==> config.mk <==
export PLATFORM = sky130hd
export DESIGN_NAME = seq_multiplier32
export DESIGN_NICKNAME = d
export VERILOG_FILES = /design/src/rtl/seq_multiplier32.sv
export SDC_FILE = /design/constraint.sdc
export NUM_CORES = 1
export LEC_CHECK = 0
export ABC_AREA = 1
export CAP_MARGIN = 25
export CORE_ASPECT_RATIO = 1.4
export CORE_UTILIZATION = 53
export CTS_CLUSTER_SIZE = 40
export DETAILED_ROUTE_END_ITERATION = 6
export PLACE_DENSITY = 0.73
export RECOVER_POWER = 25
export SYNTH_ARGS = -nofsm -noshare
export SYNTH_HDL_FRONTEND = slang
export SYNTH_SLANG_ARGS = --single-unit
export TNS_END_PERCENT = 100
==> constraint.sdc <==
create_clock -name clk -period 3.1 [get_ports clk]
set_input_delay 0.465 -clock clk [delete_from_list [all_inputs] [get_ports clk]]
set_output_delay 0.465 -clock clk [all_outputs]
set_load 0.05 [all_outputs]
==> src/rtl/seq_multiplier32.sv <==
// seq_multiplier32: multi-cycle 32x32->64 shift-add multiplier, unsigned or
// signed, with start/busy/done handshake.
//   clk, rst_n (async, active-low)
//   start, multiplicand, multiplier, s : request; sampled only in IDLE
//   product, ovf : registered result, written at FIX and held
//   busy : high from the cycle after acceptance through DONE
//   done : one-cycle pulse when product first shows the new result
module seq_multiplier32 (
    input  logic        clk,
    input  logic        rst_n,
    input  logic        start,
    input  logic [31:0] multiplicand,
    input  logic [31:0] multiplier,
    input  logic        s,
    output logic [63:0] product,
    output logic        busy,
    output logic        done,
    output logic        ovf
);

    typedef enum logic [1:0] {
        IDLE = 2'd0,
        CALC = 2'd1,
        FIX  = 2'd2,
        DONE = 2'd3
    } state_t;

    state_t      state_q, state_d;
    logic [31:0] mcand_q, mcand_d;
    logic [31:0] hi_q, hi_d;
    logic [31:0] lo_q, lo_d;
    logic [4:0]  cnt_q, cnt_d;
    logic        sign_q, sign_d;
    logic        smode_q, smode_d;
    logic [63:0] product_q, product_d;
    logic        ovf_q, ovf_d;

    logic [31:0] mag_a, mag_b;
    logic [32:0] sum;
    logic [63:0] full, res;
    logic        res_ovf;

    // State register
    always_ff @(posedge clk or negedge rst_n) begin
        if (!rst_n) begin
            state_q <= IDLE;
        end else begin
            state_q <= state_d;
        end
    end

    // Next-state logic
    always_comb begin
        state_d = state_q;
        unique case (state_q)
            IDLE: if (start) state_d = CALC;
            CALC: if (cnt_q == 5'd31) state_d = FIX;
            FIX:  state_d = DONE;
            DONE: state_d = IDLE;
            default: state_d = IDLE;
        endcase
    end

    // Outputs decoded straight from the state register
    always_comb begin
        busy = (state_q != IDLE);
        done = (state_q == DONE);
    end

    assign product = product_q;
    assign ovf     = ovf_q;

    // Operand magnitudes; 0x80000000 negates to itself, which is the
    // correct unsigned magnitude.
    assign mag_a = (s && multiplicand[31]) ? (~multiplicand + 32'd1)
                                           : multiplicand;
    assign mag_b = (s && multiplier[31]) ? (~multiplier + 32'd1)
                                         : multiplier;

    // Single 33-bit adder shared by all iterations
    assign sum = {1'b0, hi_q} + (lo_q[0] ? {1'b0, mcand_q} : 33'd0);

    assign full = {hi_q, lo_q};
    assign res  = sign_q ? (~full + 64'd1) : full;
    assign res_ovf = smode_q ? (res[63:32] != {32{res[31]}})
                             : (res[63:32] != 32'd0);

    // Datapath next-state
    always_comb begin
        mcand_d   = mcand_q;
        hi_d      = hi_q;
        lo_d      = lo_q;
        cnt_d     = cnt_q;
        sign_d    = sign_q;
        smode_d   = smode_q;
        product_d = product_q;
        ovf_d     = ovf_q;
        unique case (state_q)
            IDLE: begin
                if (start) begin
                    sign_d  = s & (multiplicand[31] ^ multiplier[31]);
                    smode_d = s;
                    mcand_d = mag_a;
                    lo_d    = mag_b;
                    hi_d    = 32'd0;
                    cnt_d   = 5'd0;
                end
            end
            CALC: begin
                // {c,sum,lo} >> 1
                hi_d  = sum[32:1];
                lo_d  = {sum[0], lo_q[31:1]};
                cnt_d = cnt_q + 5'd1;
            end
            FIX: begin
                product_d = res;
                ovf_d     = res_ovf;
            end
            default: ;
        endcase
    end

    always_ff @(posedge clk or negedge rst_n) begin
        if (!rst_n) begin
            mcand_q   <= '0;
            hi_q      <= '0;
            lo_q      <= '0;
            cnt_q     <= '0;
            sign_q    <= 1'b0;
            smode_q   <= 1'b0;
            product_q <= '0;
            ovf_q     <= 1'b0;
        end else begin
            mcand_q   <= mcand_d;
            hi_q      <= hi_d;
            lo_q      <= lo_d;
            cnt_q     <= cnt_d;
            sign_q    <= sign_d;
            smode_q   <= smode_d;
            product_q <= product_d;
            ovf_q     <= ovf_d;
        end
    end

endmodule

==> results.tsv <==
metric	value	unit
fillers	2116	
I/O pins	135	
Net Switching	8.83	mW
Yosys warnings	0	
Worst-Skew Late Latency	0.45	ns
relative slew slack	-0.258	
fraction of registers with async set/reset	1.00	
crit path buf inv count	2	
routed via count	12800	
crit end category	register	
R2R Path Start	lo_q[0]	
r2r worst-path depth	17	
hpwl dp	32500	um
synthesized cell area	12400	um^2
Clk pwr share	0.130	
CP required	3.43	ns
Slew @ Worst Pin	1.89	ns
number of synthesized flops with an enable pin	0	
gr usage total	0.350	
HP Class	reg2reg	
cell-internal power	7.33	mW
num rows	65	
average size of a mapped cell	6.84	um^2
max-slew violations	73	
Hold Startpoint	product[9]	
most common cell in the synthesized netlist	nand2_1	
Comb pwr share	0.607	
WHS Endpoint	product[9]	
diode count	0	
Max FO, Critical Path	17	
Post-route DRC	0	
fmax	364	MHz
Remaining Overflow, GRT	0	
Initial Utilization	0.544	
quantity of I/O buffers inserted on ports	134	
global-route wire length before repair	65000	um
final WL	40300	um
CTS Root Cell	clkbuf_16	
Distinct cells, synth	52	
ANT nets after route	0	
Worst VDD drop	0.687	mV
crit share post-route	0.886	
failing checks	max-capacitance violations, max-slew violations	
vias per cell	5.70	
Pre-Repair DR Iteration Count	6	
Final Skew	0.0109	ns
Nets	2047	
aggregate negative setup slack	0	ns
Area growth syn-to-layout	18.2	%
crit-path cells	buf_4 > nand2_1 > inv_1 > ha_1 > nand2_1 > nor2_1 > nor2_1 > o21ai_2 > nand2_1 > nand2_1 > nand2_1 > nand2_1 > nand2_1 > o21ai_0 > nand2_1 > nand2_1 > o22ai_1	
final setup fails	0	
DIE AREA	24000	um^2
Synth top area share	0.343	
max_cap viols	1	
Clock Tree Buf Depth	2	
unrepaired setup endpoints after global routing	no	
CP max stage delay	0.48	ns
WL/cell	17.9	um
TritonCTS clock tree	built	
Largest delay share family, worst path	simple AND/OR/NAND/NOR gates	
Worst R2R End	hi_q[22]	
Die W	131	um
clock sinks	170	
status	complete, but fails checks	
die span in y	183	um
Arrival @ worst endpoint	3.07	ns
largest net degree at the start of global routing	103	
leakage power	6.90	nW
gp weighted congestion	0.987	
slowest stage cell, crit path	dfrtp_2	
Synthesized Nets	1922	
Total Power	16.2	mW
core area	22800	um^2
post-synth top area cell	dfrtp_1	
Sw Share	0.546	
reg2reg setup slack	0.35	ns
register area share after synthesis	0.343	
Post-synth top flop	dfrtp_1	
Hold Path Stages	2	
P per Cell Area	1100	nW/um^2
FF+latch count, synth	170	
kind of critical path	reg2reg	
Clock H-tree levels	4	
DRT iter0 DRCs	828	
sequential power share	0.263	
share of layout cells above drive strength 1	0.0610	
cell repeated most along the worst path	nand2_1	
Num CTS Buffers	17	
initial antenna violation count	0	
clock slew at reported path FFs	0.08	ns
setup repair bufs after CTS	0	
cells after synthesis	1812	
vias in the first global route	12400	
Final Hold Vio Count	0	
Final min period	2.75	ns
synth top area cells	dfrtp_1, nand2_1, nor2_1	
CP Launch Type	register	
Synth top cells by count	nand2_1, nor2_1, o21ai_0	
## metrics by stage
stage / worst slack, ns / hold slack, ns / instance area [um^2] / cells / util
6_report: 0.355 / 0.481 / 14600 / 2251 / 0.643
5_1_grt: 0.00640 / 0.501 / 14600 / 2251 / 0.643
4_1_cts: 0.344 / 0.0481 / 14700 / 2251 / 0.644
3_5_place_dp: 0.279 / 0.466 / 14100 / 2219 / 0.619
3_3_place_gp: 0.351 / 0.465 / 14100 / 2219 / 0.619
2_1_floorplan: 0.369 / 0.169 / 12400 / 1812 / -
## what timing repair did
item,in CTS,in global routing
resized for setup,0,1
setup endpoints to repair,0,1
hold buffers,0,0
## power groups by stage
stage	Combinational (mW)	Sequential, mW	Clock [mW]
after floorplan	5.54	5.20	0
after global placement	9.53	4.23	0
after detailed placement	9.69	4.24	0
after CTS	9.75	4.21	2.12
after global routing	10.8	4.34	2.21
final	9.81	4.24	2.10
## worst min-delay path: cells and delay by family (launching register included)
family | cells | cell delay (ns)
AOI/OAI and AO/OA | 1 | 0.05
DFF | 1 | 0.34
and+or+nand+nor | 1 | 0.05
## metal layers
| layer | routed length, um | GRT usage | vias up | share of wire |
|---|---|---|---|---|
| met3 | 2050 | 0.0448 | 123 | 0.051 |
| met5 | 0 | 0 | - | 0 |
| li1 | - | - | 6214 | - |
| met1 | 16100 | 0.405 | 6009 | 0.40 |
| met4 | 2260 | 0.210 | 0 | 0.056 |
| met2 | 19900 | 0.617 | 476 | 0.49 |
## flip-flops by register name (all words and copies together), names as in the netlist
signal / flops
lo_q: 32
smode_q: 1
cnt_q: 5
state_q: 2
product: 64
mcand_q: 32
sign_q: 1
hi_q: 32
ovf: 1
## cell usage in the layout (no fill, tap or decap), drive strengths merged, types with 19 or more instances in the layout
master | synthesis | layout
o221ai | 26 | 26
xor2 | 64 | 64
nand2 | 549 | 549
a21oi | 60 | 60
o22ai | 20 | 20
nand3 | 77 | 77
a31oi | 19 | 19
o21ai | 192 | 192
ha | 41 | 41
nor2 | 251 | 251
clkdlybuf4s50 | 0 | 133
inv | 178 | 185
clkbuf | 43 | 20
buf | 7 | 20
nor3 | 24 | 24
dfrtp | 170 | 170
## area by class of cell
cell class	count	area [um^2]	area share
multi-input combinational	1408	7230	0.494
sequential	170	4260	0.291
timing repair buffer	156	1510	0.103
inverter	184	696	0.0475
clock buffer	17	425	0.0290
tap	301	377	0.0257
clock inverter	15	155	0.0106
## worst max-delay path by stage
stage | from | end | slack [ns] | cells after the start
after floorplan | lo_q[0] | hi_q[21] | 0.37 | 19
after global placement | multiplicand[2] | mcand_q[29] | 0.35 | 15
after detailed placement | multiplicand[1] | mcand_q[30] | 0.28 | 11
after CTS | lo_q[0] | hi_q[25] | 0.34 | 16
after global routing | lo_q[0] | hi_q[21] | 0.006 | 17
final | lo_q[0] | hi_q[22] | 0.35 | 17
## kinds of logic after synthesis
kind of cell / Yosys count / share of synthesized area
AOI/OAI and AO/OA: 348 / 0.165
xor gates and xnor gates: 82 / 0.0586
adders and majority gates: 42 / 0.0430
buffers and inverters: 234 / 0.0734
DFF: 170 / 0.343
and+or+nand+nor: 936 / 0.317
No activity file was read; power rests on OpenSTA's default activity.
